--- src/rtl/vga_pkg.sv ---
// Shared constants for the VGA test-pattern generator.
//   H_ACTIVE/V_ACTIVE : visible area of the 480p timing
//   FIELD             : side of the square play-field; pixels at or beyond it are border
//   BOX_SIZE          : side of the bouncing box
//   MODE_*            : pattern-select encodings
//   rgb_t colours     : 3-bit {R,G,B} on/off codes, expanded to full channel width at the output
package vga_pkg;

    localparam int unsigned H_ACTIVE = 640;
    localparam int unsigned V_ACTIVE = 480;
    localparam int unsigned FIELD    = 480;
    localparam int unsigned BOX_SIZE = 16;

    localparam logic [2:0] MODE_SOLID     = 3'd0;
    localparam logic [2:0] MODE_GRID      = 3'd1;
    localparam logic [2:0] MODE_REF_LINES = 3'd2;
    localparam logic [2:0] MODE_CHECKER   = 3'd3;
    localparam logic [2:0] MODE_BARS      = 3'd4;
    localparam logic [2:0] MODE_BOUNCE    = 3'd5;

    typedef logic [2:0] rgb_t;

    localparam rgb_t BLACK = 3'b000;
    localparam rgb_t WHITE = 3'b111;
    localparam rgb_t RED   = 3'b100;
    localparam rgb_t GREEN = 3'b010;
    localparam rgb_t BLUE  = 3'b001;

endpackage

--- src/rtl/vga_bounce_box.sv ---
// Bouncing-box position tracker. Steps one pixel per axis on every frame-end event and
// reverses direction at the play-field edges; each axis is independent.
//   clk_vga : pixel clock
//   rst     : synchronous active-high reset, box to (0,0) heading +x/+y
//   fe      : frame-end strobe
//   bx, by  : top-left corner of the box
module vga_bounce_box
    import vga_pkg::*;
#(
    parameter int unsigned COORD_W  = 10,
    parameter int unsigned FIELD    = vga_pkg::FIELD,
    parameter int unsigned BOX_SIZE = vga_pkg::BOX_SIZE
) (
    input  logic               clk_vga,
    input  logic               rst,
    input  logic               fe,
    output logic [COORD_W-1:0] bx,
    output logic [COORD_W-1:0] by
);

    localparam logic [COORD_W-1:0] POS_MAX = COORD_W'(FIELD - BOX_SIZE);
    localparam logic [COORD_W-1:0] ONE     = COORD_W'(1);

    logic [COORD_W-1:0] bx_q, bx_d, by_q, by_d;
    logic               x_neg_q, x_neg_d, y_neg_q, y_neg_d;

    // Returns {neg_next, pos_next}; a wall hit flips and steps away in the same frame.
    function automatic logic [COORD_W:0] step(input logic [COORD_W-1:0] pos, input logic neg);
        if (!neg && pos == POS_MAX) begin
            return {1'b1, pos - ONE};
        end else if (neg && pos == '0) begin
            return {1'b0, pos + ONE};
        end else begin
            return {neg, neg ? pos - ONE : pos + ONE};
        end
    endfunction

    always_comb begin
        {x_neg_d, bx_d} = step(bx_q, x_neg_q);
        {y_neg_d, by_d} = step(by_q, y_neg_q);
    end

    always_ff @(posedge clk_vga) begin
        if (rst) begin
            bx_q    <= '0;
            by_q    <= '0;
            x_neg_q <= 1'b0;
            y_neg_q <= 1'b0;
        end else if (fe) begin
            bx_q    <= bx_d;
            by_q    <= by_d;
            x_neg_q <= x_neg_d;
            y_neg_q <= y_neg_d;
        end
    end

    assign bx = bx_q;
    assign by = by_q;

endmodule

--- src/rtl/vga_pattern_gen.sv ---
// Runtime-selectable VGA test-pattern generator placed between the 480p timing driver and
// the pins. Colour and sync share one register stage, so they leave aligned.
//   clk_vga, rst            : pixel clock, synchronous active-high reset
//   sx, sy, de              : pixel position and data enable from the driver
//   hsync_in, vsync_in      : active-low syncs from the driver
//   mode, spacing, rgb_mask : pattern select (taken at frame end), grid/checker size, solid mask
//   vga_r/g/b               : registered colour
//   vga_hsync, vga_vsync    : syncs delayed to match colour
//   frame_cnt               : completed frames, wrapping
module vga_pattern_gen
    import vga_pkg::*;
#(
    parameter int unsigned COLOR_W  = 4,
    parameter int unsigned COORD_W  = 10,
    parameter int unsigned H_ACTIVE = vga_pkg::H_ACTIVE,
    parameter int unsigned V_ACTIVE = vga_pkg::V_ACTIVE,
    parameter int unsigned FIELD    = vga_pkg::FIELD,
    parameter int unsigned BOX_SIZE = vga_pkg::BOX_SIZE
) (
    input  logic               clk_vga,
    input  logic               rst,
    input  logic [COORD_W-1:0] sx,
    input  logic [COORD_W-1:0] sy,
    input  logic               de,
    input  logic               hsync_in,
    input  logic               vsync_in,
    input  logic [2:0]         mode,
    input  logic [3:0]         spacing,
    input  logic [2:0]         rgb_mask,
    output logic [COLOR_W-1:0] vga_r,
    output logic [COLOR_W-1:0] vga_g,
    output logic [COLOR_W-1:0] vga_b,
    output logic               vga_hsync,
    output logic               vga_vsync,
    output logic [7:0]         frame_cnt
);

    localparam int unsigned        BAR_W    = H_ACTIVE / 8;
    localparam int unsigned        KW       = $clog2(COORD_W);
    localparam logic [COORD_W-1:0] X_LAST   = COORD_W'(H_ACTIVE - 1);
    localparam logic [COORD_W-1:0] Y_LAST   = COORD_W'(V_ACTIVE - 1);
    localparam logic [COORD_W-1:0] F_SIDE   = COORD_W'(FIELD);
    localparam logic [COORD_W-1:0] F_HALF   = COORD_W'(FIELD / 2);
    localparam logic [COORD_W-1:0] F_LAST   = COORD_W'(FIELD - 1);
    localparam logic [COORD_W-1:0] BAR_LAST = COORD_W'(BAR_W - 1);

    logic [2:0]         mode_q;
    logic [3:0]         px_q, py_q, px_cur, py_cur;
    logic [COORD_W-1:0] bar_cnt_q, bar_cur;
    logic [2:0]         idx_q, idx_cur;
    logic [COORD_W-1:0] bx, by;
    logic [KW-1:0]      chk_k;
    logic               fe, line_end, in_field, in_box;
    rgb_t               code;

    assign line_end = de && (sx == X_LAST);
    assign fe       = line_end && (sy == Y_LAST);
    assign in_field = (sx < F_SIDE) && (sy < F_SIDE);

    vga_bounce_box #(
        .COORD_W  (COORD_W),
        .FIELD    (FIELD),
        .BOX_SIZE (BOX_SIZE)
    ) u_box (
        .clk_vga (clk_vga),
        .rst     (rst),
        .fe      (fe),
        .bx      (bx),
        .by      (by)
    );

    // Phase counters restart at the left edge / top line, so their registered value is
    // overridden there instead of relying on a reset pulse per line.
    always_comb begin
        px_cur  = (sx == '0) ? 4'd0 : px_q;
        py_cur  = (sy == '0) ? 4'd0 : py_q;
        bar_cur = (sx == '0) ? '0 : bar_cnt_q;
        idx_cur = (sx == '0) ? 3'd0 : idx_q;
        chk_k   = (32'(spacing) > COORD_W - 1) ? KW'(COORD_W - 1) : KW'(spacing);
        in_box  = ({1'b0, sx} >= {1'b0, bx}) &&
                  ({1'b0, sx} <  {1'b0, bx} + (COORD_W + 1)'(BOX_SIZE)) &&
                  ({1'b0, sy} >= {1'b0, by}) &&
                  ({1'b0, sy} <  {1'b0, by} + (COORD_W + 1)'(BOX_SIZE));
    end

    always_comb begin
        code = BLACK;
        case (mode_q)
            MODE_SOLID: code = rgb_mask;
            MODE_GRID: begin
                if (in_field && (px_cur == spacing || py_cur == spacing)) code = WHITE;
            end
            MODE_REF_LINES: begin
                if (sx == sy)                          code = BLACK;
                else if (sx == '0 || sy == '0)         code = BLUE;
                else if (sx == F_HALF || sy == F_HALF) code = RED;
                else if (sx == F_LAST || sy == F_LAST) code = GREEN;
                else                                   code = WHITE;
            end
            MODE_CHECKER: code = (sx[chk_k] ^ sy[chk_k]) ? WHITE : BLACK;
            MODE_BARS:    code = idx_cur;
            MODE_BOUNCE:  code = (in_field && in_box) ? WHITE : BLACK;
            default:      code = BLACK;
        endcase
    end

    always_ff @(posedge clk_vga) begin
        if (rst) begin
            mode_q    <= mode;
            px_q      <= 4'd0;
            py_q      <= 4'd0;
            bar_cnt_q <= '0;
            idx_q     <= 3'd0;
            frame_cnt <= 8'd0;
            vga_r     <= '0;
            vga_g     <= '0;
            vga_b     <= '0;
            vga_hsync <= 1'b1;
            vga_vsync <= 1'b1;
        end else begin
            if (de) begin
                // >= rather than == keeps the counter bounded if spacing shrinks mid-line.
                px_q <= (px_cur >= spacing) ? 4'd0 : px_cur + 4'd1;
                if (bar_cur == BAR_LAST) begin
                    bar_cnt_q <= '0;
                    idx_q     <= idx_cur + 3'd1;
                end else begin
                    bar_cnt_q <= bar_cur + COORD_W'(1);
                    idx_q     <= idx_cur;
                end
            end
            if (line_end) py_q <= (py_cur >= spacing) ? 4'd0 : py_cur + 4'd1;
            if (fe) begin
                mode_q    <= mode;
                frame_cnt <= frame_cnt + 8'd1;
            end
            vga_r     <= de ? {COLOR_W{code[2]}} : '0;
            vga_g     <= de ? {COLOR_W{code[1]}} : '0;
            vga_b     <= de ? {COLOR_W{code[0]}} : '0;
            vga_hsync <= hsync_in;
            vga_vsync <= vsync_in;
        end
    end

endmodule
--- config.mk ---
export PLATFORM = sky130hd
export DESIGN_NAME = vga_pattern_gen
export DESIGN_NICKNAME = d
export VERILOG_FILES = /design/src/rtl/vga_pkg.sv /design/src/rtl/vga_bounce_box.sv /design/src/rtl/vga_pattern_gen.sv
export SDC_FILE = /design/constraint.sdc
export NUM_CORES = 1
export LEC_CHECK = 0
export BUFFER_PORTS_ARGS = -buffer_cell sky130_fd_sc_hd__buf_2
export CAP_MARGIN = 20
export CELL_PAD_IN_SITES_DETAIL_PLACEMENT = 1
export CELL_PAD_IN_SITES_GLOBAL_PLACEMENT = 1
export CORE_UTILIZATION = 35
export CTS_BUF_LIST = sky130_fd_sc_hd__clkbuf_4 sky130_fd_sc_hd__clkbuf_8
export CTS_CLUSTER_SIZE = 30
export DETAILED_ROUTE_END_ITERATION = 12
export GPL_TIMING_DRIVEN = 0
export PLACE_DENSITY_LB_ADDON = 0.1
export SKIP_LAST_GASP = 1
export SYNTH_ARGS = -nofsm -noshare
export SYNTH_HDL_FRONTEND = slang
export SYNTH_SLANG_ARGS = --single-unit
--- constraint.sdc ---
create_clock -name clk_vga -period 3.25 [get_ports clk_vga]
set_input_delay 0.1625 -clock clk_vga [delete_from_list [all_inputs] [get_ports clk_vga]]
set_output_delay 0.1625 -clock clk_vga [all_outputs]
set_load 0.01 [all_outputs]
After elaboration in Yosys (flattened, before gate mapping)

Cells that the tools add are included.

Bitwise gates (word level): 2
Add/sub/neg operators: 11
Magnitude comparators: 10
Reductions and logical operators: 29
Mux-type cells: 29
Equal/unequal tests: 16

Operators by type and width:

| kind                                                         | number |
|---|---|
| two-way mux 11 bit                                           | 4 |
| == test 10 x 9 -> 1 bit (second input constant)              | 4 |
| logical NOT 10 bit                                           | 4 |
| two-way mux 10 bit                                           | 4 |
| two-way mux 3 bit                                            | 11 |
| adder 10 x 1 -> 10 bit (second input constant)               | 3 |
| adder 10 x 5 -> 11 bit (second input constant)               | 2 |
| less-than comparator 10 x 11 -> 1 bit                        | 2 |
| == test 10 x 8 -> 1 bit (second input constant)              | 2 |
| greater-or-equal comparator 10 bit                           | 2 |
| less-than comparator 10 x 9 -> 1 bit (second input constant) | 2 |
| two-way mux 4 bit                                            | 5 |
| subtractor 10 x 1 -> 10 bit (second input constant)          | 2 |
| case mux 3 bit (6 select lines)                              | 1 |
| logical AND 1 bit                                            | 12 |
| == test 10 bit                                               | 1 |
| == test 10 bit (second input constant)                       | 1 |
| == test 10 x 7 -> 1 bit (second input constant)              | 1 |
| adder 4 x 1 -> 4 bit (second input constant)                 | 2 |
| adder 8 x 1 -> 8 bit (second input constant)                 | 1 |
| binary-select mux 1 bit (select 4 bit)                       | 2 |
| == test 4 bit                                                | 2 |
| greater-or-equal comparator 4 bit                            | 2 |
| == test 3 x 2 -> 1 bit (second input constant)               | 2 |
| 14 further kinds                                             | 23 |

Register bits: 59
Logic and storage cells: 112
Input port bits: 35

Depth between registers and ports, before layout

Gate-level depths: netlist of the first run.

Depth after elaboration: 8
Mapped depth: 12
Depth with buffers taken out: 10

By module

A second synthesis of the first run with hierarchy kept.

Cells, all modules: 651
Area, all modules: 5176.2 µm²

By module, submodules not included:

| module          | instances | cells each | area an instance (µm²) |
|---|---|---|---|
| vga_pattern_gen | 1         | 455        | 3627.2 |
| vga_bounce_box  | 1         | 196        | 1549.0 |

Worst setup path after synthesis of the first run

OpenSTA, ideal clock, no wires.

Kind: input-to-reg
Start: input sy[1]
End: register py_q[3]
Slack: 366 ps
Arrival time: 2814 ps
Cell stages on the path: 10
Cell sequence: or4_1 or4_4 buf_6 and2_2 ha_1 and3_1 a221oi_1 and3_2 o21ai_0 a21oi_1

Longest elaborated chain between the ends: 4
Elaborated cells on any way between the ends: 5
Those cells by class: add/sub: 1; order compare: 1; mux: 2; reduce/logical: 1

RTL lines:

| element                                                                   | RTL line               | text |
|---|---|---|
| from (decl)                                                               | vga_pattern_gen.sv:23  | `input logic [COORD_W-1:0] sy,` |
| logical NOT 10 bit (*)                                                    | vga_pattern_gen.sv:76  | `py_cur = (sy == '0) ? 4'd0 : py_q;` |
| two-way mux 4 bit (*)                                                     | vga_pattern_gen.sv:76  |  |
| adder 4 x 1 -> 4 bit or greater-or-equal comparator 4 bit (tied branches) | vga_pattern_gen.sv:132 | `if (line_end) py_q <= (py_cur >= spacing) ? 4'd0 : py_cur + 4'd1;` |
| two-way mux 4 bit (*)                                                     | vga_pattern_gen.sv:132 |  |
| to (signal assigned)                                                      | vga_pattern_gen.sv:132 |  |
| to (decl)                                                                 | vga_pattern_gen.sv:48  | `logic [3:0] px_q, py_q, px_cur, py_cur;` |

Every way passes the cells marked *; elsewhere a longest branch is shown, timed or not.
A chain may end at the register's enable or synchronous reset.

Final worst setup path of the first run

Same ends and word-level chain as after synthesis.

==> results of run 1 <==
-- cells in the final DEF (no fill, tap or decap), drive strengths merged, types with 9 or more instances in the layout --
cell type	instances
and2	10
xnor2	20
nor2	53
and3	14
or3	12
mux2i	14
xor2	15
a211oi	9
buf	71
nor3	16
inv	35
dfxtp	56
nor4	11
a21oi	52
nand4	21
nor3b	10
nand3	28
clkbuf	31
o21ai	33
ha	56
nand2	40
-- cell type report --
cell class                 count  share of cell area [%]
multi-input combinational    506                    60.4
buffer                        36                    3.58
clock buffer                  12                    2.63
timing repair buffer          59                    5.52
clock inverter                 4                   0.862
inverter                      35                    2.26
tap                          180                    3.88
sequential                    59                    20.9
-- repair_timing --
item                                    4_1_cts  5_1_grt
endpoints found under the setup margin        0        5
hold buffers                                  5        0
gates resized for setup                       0        1
endpoints found under the hold margin         5        0
-- stage by stage --
step                hold WS (ns)  std cells  setup WS (ns)
floorplan                  0.261        637          0.366
global placement           0.344        871        -0.0908
detailed placement         0.341        871         -0.153
CTS                        0.103        892          0.159
global route               0.120        891         0.0786
finish                     0.127        891          0.249
-- where the power goes --
group	leakage, nW	internal [mW]	switching, mW
registers	0.482	0.739	0.00872
logic	1.76	0.101	0.151
clock network	0.0994	0.391	0.338
total	2.34	1.23	0.498
-- critical path: stages --
cell      delay (ns)
buf_2           0.15
or4_1           0.57
or4_4           0.51
buf_6           0.16
and2_2          0.19
ha_1            0.28
and3_1          0.20
a221oi_1        0.59
and3_2          0.28
o21ai_0         0.07
a21oi_1         0.13
-- logic make-up after synthesis --
logic type / count (synthesis)
and+or+nand+nor: 256
adders and majority gates: 56
DFF: 59
muxes: 18
xor gates and xnor gates: 35
AOI/OAI and AO/OA: 141
buffers and inverters: 72
-- metal layers --
metal,global-route usage [%],share of wire (%)
met1,27.9,44
met2,41.8,50
met4,10.9,2.8
met5,0,0
met3,4.17,3.0
-- final timing paths --
kind / from / end / cells past startpoint / slack, ns
setup / recovery: sy[1] / py_q[3]$_SDFFE_PP0P_ / 11 / 0.25
hold / removal: rst / vga_r[0]$_SDFF_PP0_ / 3 / 0.13
setup reg to reg: u_box.bx[7]$_SDFFE_PP0P_ / vga_g[0]$_SDFF_PP0_ / 11 / 0.32
hold reg to reg: bar_cnt_q[1]$_SDFFE_PP0P_ / bar_cnt_q[1]$_SDFFE_PP0P_ / 2 / 0.48
-- registers in the layout, indices dropped and copies added (netlist names) --
register / flops
vga_vsync: 1
bar_cnt_q: 10
vga_g: 1
frame_cnt: 8
idx_q: 3
py_q: 4
u_box.y_neg_q: 1
vga_b: 1
u_box.x_neg_q: 1
vga_hsync: 1
u_box.by: 10
vga_r: 1
u_box.bx: 10
mode_q: 3
px_q: 4
==> summary.md, run 1 <==
| Metric | Value |
|---|---|
| Status | finished, final reports clean |
| Largest family of logic cells by synthesized area | simple AND/OR/NAND/NOR gates |
| Post-synth EDFFs | 3 |
| Core ar. | 14,000 sq um |
| DRT iter0 DRCs | 213 |
| Fin area | 5800 sq um |
| Fillers | 1,744 |
| Synth area leader | dfxtp_1 |
| Hold Path Class | in2reg |
| CP Launch Type | input pin |
| Footprint of the multi-input gates | 3500 sq um |
| Vias | 5,039 |
| Synth Area per Inst | 7.93 sq um |
| Post-synth top area share | 22.2% |
| Total Routing Usage GR | 23.8% |
| DPL Wire Length | 12,700 um |
| Layout cells sized above 1 | 15.9% |
| Root cell of the clock tree | clkbuf_8 |
| Total gr overflow | 0 |
| First-pass GRT wire length | 27,000 um |
| Clock buffer depth | 2 |
| Post-synth top cells | 56 x dfxtp_1, 56 x ha_1, 53 x nor2_1 |
| XOR/XNOR Fraction of Synth Area | 6.07% |
| Sequential fraction of the synthesis area | 24.0% |
| Maximum number of pins on one net before global-route repair | 11 |
| RSZ-0062 raised after global routing | no |
| Count of final setup violators | 0 |
| Routed len/inst | 18.5 um |
| Crit end category | register |
| # clock sinks | 59 |
| Leakage | 2.34 nW |
| Port Buf Inserts | 54 |
| Drt drc | 0 |
| Number of synthesized register bits | 59 |
| Post-Syn Area | 5050 sq um |
| Fmax | 0.333 GHz |
| Critical path arrival | 3.31 ns |
| Pwr Total | 1.73 mW |
| Post-Route WL | 16,500 um |
| WP data required | 3.55 ns |
| Die Width | 122 um |
| Vias in the first global route | 5,330 |
| N_diodes | 0 |
| Top cells by area, synth | dfxtp_1 22%, ha_1 14%, a21oi_1 5.1% |
| Num ports | 57 |
| Final Critical Period | 3.00 ns |
| Final worst-path cycle share | 92.3% |
| Final #Nets | 797 |
| Synthesized net count | 728 |
| GP Congestion | 0.820 |
| Worst slew margin relative to its limit | 47.8% |
| Initial Utilization | 36.1% |
| Synth Area in Compound Gates | 17.3% |
| Gate Count Post-Synth | 637 |
| CTS tree | yes |
| Ys Warns | 0 |
| Max-slew violation count | 0 |
| Peak supply drop | 0.256 mV |
| First drt pass iteration count | 4 |
| Clk_lat worst skew | 0.37 ns |
| Final hold violation count | 0 |
| Routed Antenna Nets | 0 |
| Synth Area in Simple Gates | 28.3% |
| Top FF cell, synth | dfxtp_1 |
| Power Density | 298 nW/um^2 |
| Setup CP Type | in2reg |
| Mux cell area share after synthesis | 3.67% |
| Max-cap viol count | 0 |
| H-tree depth | 3 |
| Die ar. | 14,900 sq um |
| Num CTS Buffers | 9 |
| Setup_tns | 0 ns |
| Library cells used by synthesis | 73 |
| Initial antenna violation count | 0 |
| Worst Path Max Fanout | 8 |
| Core Util, Final | 41.5% |
| Clock slew at reported path FFs | 0.08 ns |
| Post-CTS Setup Bufs | 0 |
| Synth Area in Adders | 13.9% |
| Actual slew at the worst max-slew pin | 0.783 ns |
| Layout Skew | 0.0138 ns |
| Drt via density | 5.66 |
| Layout area overhead | 14.9% |
| Placement Rows | 43 |
| Seq. cell area | 1210 sq um |
| Placed inst area | 5550 sq um |
| Die Y-Extent | 122 um |
| Asr flop ratio synth | 0% |
Note: power is estimated with default switching activity, not from simulation.
==> inputs of run 2 (changes only) <==
Settings changed: CORE_ASPECT_RATIO set to 0.7.
==> run 2 against run 1 <==
Clock power increased by 9.9%. Combinational power increased by 2%. Global-route usage about the same. Sequential share of layout area decreased by 0.068 points. Total power increased by 4.6%. Maximum frequency increased by 0.12%. Clock skew decreased by 0.0046 ns. Non-clock buffer count decreased by 1. Core utilization increased by 0.12 points. Final cell count increased by 1.0%. Sequential power about the same. Register-to-register slack got worse by 0.05 ns. Critical path type unchanged. Largest cell class unchanged.
==> summary.md, run 2 (synthesis gave the netlist of run 1 again) <==
| Metric | Value |
|---|---|
| Crit end category | register |
| Initial antenna violation count | 0 (unchanged) |
| RSZ-0062 raised after global routing | no |
| Setup CP Type | in2reg |
| Max-slew violation count | 0 (unchanged) |
| Num CTS Buffers | 9 (unchanged) |
| Drt via density | 5.63 (-0.41%) |
| Clock slew at reported path FFs | 0.08 ns (about the same) |
| Placement Rows | 36 (-16%) |
| Peak supply drop | 0.240 mV (-6.3%) |
| Routed len/inst | 18.9 um (+2.1%) |
| Clk_lat worst skew | 0.37 ns (about the same) |
| Routed Antenna Nets | 0 (unchanged) |
| Post-Route WL | 17,000 um (+3.1%) |
| Final Critical Period | 3.00 ns (-0.00348 ns) |
| Final worst-path cycle share | 92.2% (-0.11 points) |
| First-pass GRT wire length | 27,600 um (+2.2%) |
| CP delay by family, top | simple AND/OR/NAND/NOR gates |
| CP Launch Type | input pin |
| Worst slew margin relative to its limit | 31.8% (-16 points) |
| First drt pass iteration count | 4 (unchanged) |
| Max-cap viol count | 0 (unchanged) |
| Most common cell after layout, fill and taps aside | buf_2 |
| Core ar. | 14,000 sq um (+0.14%) |
| Hold Path Class | in2reg |
| Commonest cells after routing, fill and taps aside | 58 x buf_2, 56 x ha_1, 55 x dfxtp_1, 53 x nor2_1, 51 x a21oi_1 |
| Core Util, Final | 41.6% (+0.12 points) |
| Port Buf Inserts | 54 (unchanged) |
| Leakage | 2.35 nW (+0.57%) |
| Post-CTS Setup Bufs | 0 (unchanged) |
| Die Y-Extent | 103 um (-16%) |
| Setup_tns | 0 ns (unchanged) |
| WP data required | 3.54 ns (about the same) |
| Maximum number of pins on one net before global-route repair | 13 (+2) |
| GP Congestion | 0.820 (about the same) |
| Power Density | 310 nW/um^2 (+4.1%) |
| Worst Path Max Fanout | 8 (unchanged) |
| Die ar. | 14,900 sq um (about the same) |
| Status | finished, final reports clean |
| Fmax | 0.334 GHz (+0.12%) |
| H-tree depth | 3 (unchanged) |
| CP max-delay cell | a221oi_1 |
| Count of final setup violators | 0 (unchanged) |
| # clock sinks | 59 (unchanged) |
| Final hold violation count | 0 (unchanged) |
| Die Width | 146 um (+19%) |
| Root cell of the clock tree | clkbuf_8 |
| Layout cells sized above 1 | 15.9% (+0.022 points) |
| Largest stage delay, worst path | 0.60 ns (about the same) |
| Seq. cell area | 1210 sq um (+0.10%) |
| Total gr overflow | 0 (unchanged) |
| Num ports | 57 (unchanged) |
| Clock buffer depth | 2 (unchanged) |
| Critical path arrival | 3.29 ns (-0.02 ns) |
| Layout Skew | 0.00917 ns (-0.00458 ns) |
| Total Routing Usage GR | 23.8% (about the same) |
| Initial Utilization | 36.1% (-0.052 points) |
| Final #Nets | 796 (-0.13%) |
| DRT iter0 DRCs | 177 (-17%) |
| Fillers | 1,738 (-0.34%) |
| Layout area overhead | 15.4% |
| Actual slew at the worst max-slew pin | 1.01 ns (+0.229 ns) |
| N_diodes | 0 (unchanged) |
| Footprint of the multi-input gates | 3500 sq um (-0.18%) |
| CP cell instances | buf_2, or4_1, or4_4, buf_6, and2_2, ha_1, and3_1, a221oi_1, and3_2, o21ai_0, a21oi_1 |
| Vias in the first global route | 5,077 (-4.7%) |
| Drt drc | 0 (unchanged) |
| CTS tree | yes |
| WP buf/inv | 2 (unchanged) |
| DPL Wire Length | 13,200 um (+3.8%) |
| Vias | 5,069 (+0.60%) |
-- run 2: final timing paths --
check                                 from                    to  slack [ns]  cells past startpoint
setup / recovery                     sy[1]  py_q[3]$_SDFFE_PP0P_        0.25                     11
hold / removal                         rst   vga_r[0]$_SDFF_PP0_        0.14                      3
setup reg to reg  u_box.bx[7]$_SDFFE_PP0P_   vga_g[0]$_SDFF_PP0_        0.27                     10
hold reg to reg       py_q[1]$_SDFFE_PP0P_  py_q[1]$_SDFFE_PP0P_        0.48                      2
-- run 2: final cells by class --
class	count	area share [%]
inverters	35	2.25
plain buffers	35	3.50
multi-input cells	506	60.0
repair buffers	59	5.50
flip-flops and latches	59	20.8
well taps	190	4.08
clock buffers	9	2.13
clock inverters	7	1.72
-- run 2: power breakdown --
part,internal [mW],switching [mW],leakage [nW]
registers,0.739,0.0103,0.482
logic,0.101,0.157,1.75
clock network,0.437,0.364,0.114
-- run 2: worst reg2reg max path, cell delays in order, from the launching register on --
cell,delay [ns]
dfxtp_1,0.50
inv_1,0.15
nor3_1,0.35
nand3_1,0.14
xnor2_1,0.21
ha_1,0.28
a211oi_1,0.22
o21ai_0,0.11
o221ai_1,0.34
o2111ai_1,0.30
a31oi_1,0.28
-- run 2: metrics by stage --
stage / instances / power, mW / worst slack (ns) / area [sq um] / hold WS (ns)
finish: 900 / 1.81 / 0.253 / 5830 / 0.140
global route: 900 / 1.88 / 0.00203 / 5830 / 0.177
CTS: 902 / 1.83 / 0.0779 / 5830 / 0.126
detailed placement: 881 / 1.02 / -0.110 / 5560 / 0.348
global placement: 881 / 1.00 / -0.0566 / 5560 / 0.344
floorplan: 637 / 0.905 / 0.366 / 5050 / 0.261
-- run 2: metal layers --
metal	vias up	wire, um	track usage, %
li1	2464	-	-
met1	2491	9090	33.8
met2	98	7020	36.5
met3	16	620	4.29
met4	0	275	7.61
met5	-	0	0
-- run 2: what timing repair did --
item,4_1_cts,5_1_grt
setup endpoints to repair,0,3
hold buffers,5,0
resized for setup,0,1
endpoints found under the hold margin,5,0
==> inputs of run 3 (changes only) <==
Settings changed: PLACE_DENSITY set to 0.74, PLACE_DENSITY_LB_ADDON 0.1 to not set.
==> run 3 against run 2 <==
Worst hold slack got worse by 0.0015 ns. Total power decreased by 1.0%. Routed wire length decreased by 2.2%. Sequential share of layout area about the same. Sequential cell count unchanged. Non-clock buffer count unchanged. First-iteration DRC count increased by 54%. Final cell count unchanged. Combinational power about the same. Cell area about the same. Sequential power about the same.
==> summary.md, run 3 (synthesis gave the netlist of run 1 again) <==
| Metric | Value |
|---|---|
| Layout Skew | 0.00937 ns (+0.000198 ns) |
| Max-slew violation count | 0 (unchanged) |
| Core Util, Final | 41.6% (about the same) |
| Commonest cells after routing, fill and taps aside | 58 x buf_2, 56 x ha_1, 56 x dfxtp_1, 53 x nor2_1, 51 x a21oi_1 |
| Pwr Total | 1.79 mW (-1.0%) |
| First drt pass iteration count | 5 (+1) |
| CTS tree | yes |
| Largest stage delay, worst path | 0.53 ns (-0.07 ns) |
| CP Launch Type | input pin |
| Reg2Reg Launch Point | u_box.bx[4]$_SDFFE_PP0P_ |
| Post-Route WL | 16,600 um (-2.2%) |
| Placed inst area | 5560 sq um (unchanged) |
| Layout area overhead | 15.3% (about the same) |
| Worst slew margin relative to its limit | 43.3% (+11 points) |
| GP Congestion | 0.890 (+8.6%) |
| Setup WS post-layout | 0.247 ns (-0.00583 ns) |
| Hold Crit Start | rst |
| DRT iter0 DRCs | 272 (+54%) |
| Die Y-Extent | 103 um (unchanged) |
| Total Routing Usage GR | 23.1% (-0.65 points) |
| Core ar. | 14,000 sq um (unchanged) |
| Max-cap viol count | 0 (unchanged) |
| Layout cells sized above 1 | 15.8% (-0.14 points) |
| Pint | 1.27 mW (-0.13%) |
| Final #Nets | 796 (unchanged) |
| Reg2reg path depth | 10 (unchanged) |
| # clock sinks | 59 (unchanged) |
| Num ports | 57 (unchanged) |
| Power Density | 307 nW/um^2 (-1.0%) |
| Actual slew at the worst max-slew pin | 0.843 ns (-0.170 ns) |
| WHS Endpoint | vga_g[0]$_SDFF_PP0_ |
| CP max-delay cell | a221oi_1 |
| FF-to-FF setup slack | 0.34 ns (+0.07 ns) |
| Sequential share of power | 41.8% (+0.4 points) |
| N_diodes | 0 (unchanged) |
| Num CTS Buffers | 9 (unchanged) |
| Min-Delay Path Depth | 3 (unchanged) |
| H-tree depth | 3 (unchanged) |
| Fmax | 0.333 GHz (-0.19%) |
| Placement Rows | 36 (unchanged) |
| Switching share of total power | 28.7% (-0.64 points) |
| Hold Path Class | in2reg |
| Vias | 5,126 (+1.1%) |
| Final worst-path cycle share | 92.4% (+0.18 points) |
| WP data required | 3.55 ns (about the same) |
| Maximum number of pins on one net before global-route repair | 13 (unchanged) |
| Post-CTS Setup Bufs | 0 (unchanged) |
| Critical path arrival | 3.30 ns (about the same) |
| Port Buf Inserts | 54 (unchanged) |
| RSZ-0062 raised after global routing | no |
| Clock buffer depth | 2 (unchanged) |
| Die Width | 146 um (unchanged) |
| Initial Utilization | 36.1% (unchanged) |
| Place WS | -0.0863 ns (+0.0238 ns) |
| Crit end category | register |
| Drt via density | 5.70 (+1.1%) |
| Clock Power Share | 43.9% (-0.4 points) |
| RR Endpoint | vga_b[0]$_SDFF_PP0_ |
| Dpl cells | 881 (unchanged) |
| Final Critical Period | 3.00 ns (+0.00583 ns) |
| Drt drc | 0 (unchanged) |
| Routed Antenna Nets | 0 (unchanged) |
| Vias in the first global route | 5,274 (+3.9%) |
| Most common cell after layout, fill and taps aside | buf_2 |
| Clk_lat worst skew | 0.36 ns (about the same) |
| Setup CP Type | in2reg |
| Setup_tns | 0 ns (unchanged) |
| Root cell of the clock tree | clkbuf_8 |
| Initial antenna violation count | 0 (unchanged) |
| CP cell instances | buf_2, nor4_1, nand3_1, clkbuf_1, and2_1, ha_1, and3_1, a221oi_1, nand2_1, nor3b_1, a21oi_1, nor2_1 |
| Worst Path Max Fanout | 10 (+2) |
| Final hold violation count | 0 (unchanged) |
| Routed len/inst | 18.5 um (-2.2%) |
| Total gr overflow | 0 (unchanged) |
| Peak supply drop | 0.178 mV (-26%) |
| Die ar. | 14,900 sq um (unchanged) |
| DPL Wire Length | 13,100 um (-0.83%) |
| Fin area | 5830 sq um (about the same) |
| Status | finished, final reports clean |
| Count of final setup violators | 0 (unchanged) |
| Clock slew at reported path FFs | 0.08 ns (about the same) |
| Post-route insts no fill | 900 (unchanged) |
| First-pass GRT wire length | 27,000 um (-2.2%) |
| Leakage | 2.34 nW (-0.52%) |
| Sw power | 0.514 mW (-3.2%) |
| Fin Hold WS | 0.139 ns (-0.00145 ns) |
| Comb pwr share | 14.3% (about the same) |
==> run 3: power by group through the flow <==
stage | combinational (mW) | clock [mW] | sequential (mW)
3_3_place_gp | 0.235 | 0 | 0.764
6_report | 0.256 | 0.786 | 0.747
2_1_floorplan | 0.142 | 0 | 0.763
4_1_cts | 0.254 | 0.808 | 0.747
3_5_place_dp | 0.247 | 0 | 0.764
5_1_grt | 0.283 | 0.841 | 0.749
==> run 3: how the worst max path moves through the flow <==
stage | from | to | slack, ns | cells after the start
after floorplan | sy[1] | py_q[3]$_SDFFE_PP0P_ | 0.37 | 10
after global placement | sy[1] | py_q[3]$_SDFFE_PP0P_ | -0.05 | 11
after detailed placement | sy[1] | py_q[3]$_SDFFE_PP0P_ | -0.09 | 11
after CTS | u_box.bx[6]$_SDFFE_PP0P_ | vga_b[0]$_SDFF_PP0_ | 0.24 | 11
after global routing | sy[1] | py_q[3]$_SDFFE_PP0P_ | 0.09 | 11
final | sx[0] | px_q[3]$_SDFFE_PP0P_ | 0.25 | 12
==> run 3: worst max-delay path, delay by kind of cell <==
family,cells,cell delay [ns]
buf+inv,2,0.48
compound gates,2,0.59
simple gates,7,1.76
fa+ha+maj,1,0.29
==> run 3: repair_timing <==
action                                  in CTS  in global routing
hold buffers                                 5                  0
hold endpoints to repair                     5                  0
resized for setup                            0                  0
endpoints found under the setup margin       0                  1
==> run 3: layout make-up <==
class	count	area [sq um]
fillers	1764	8180
well taps	190	238
repair buffers	59	320
inverters	35	131
clock inverters	7	100
flip-flops and latches	59	1210
multi-input cells	506	3500
clock buffers	9	124
plain buffers	35	204
==> run 3: routing by layer <==
layer  global-route usage (%)  share of wire, %
met5                        0                 0
met3                     4.82               5.9
met1                     31.0                49
met2                     37.1                43
met4                     8.50               2.4
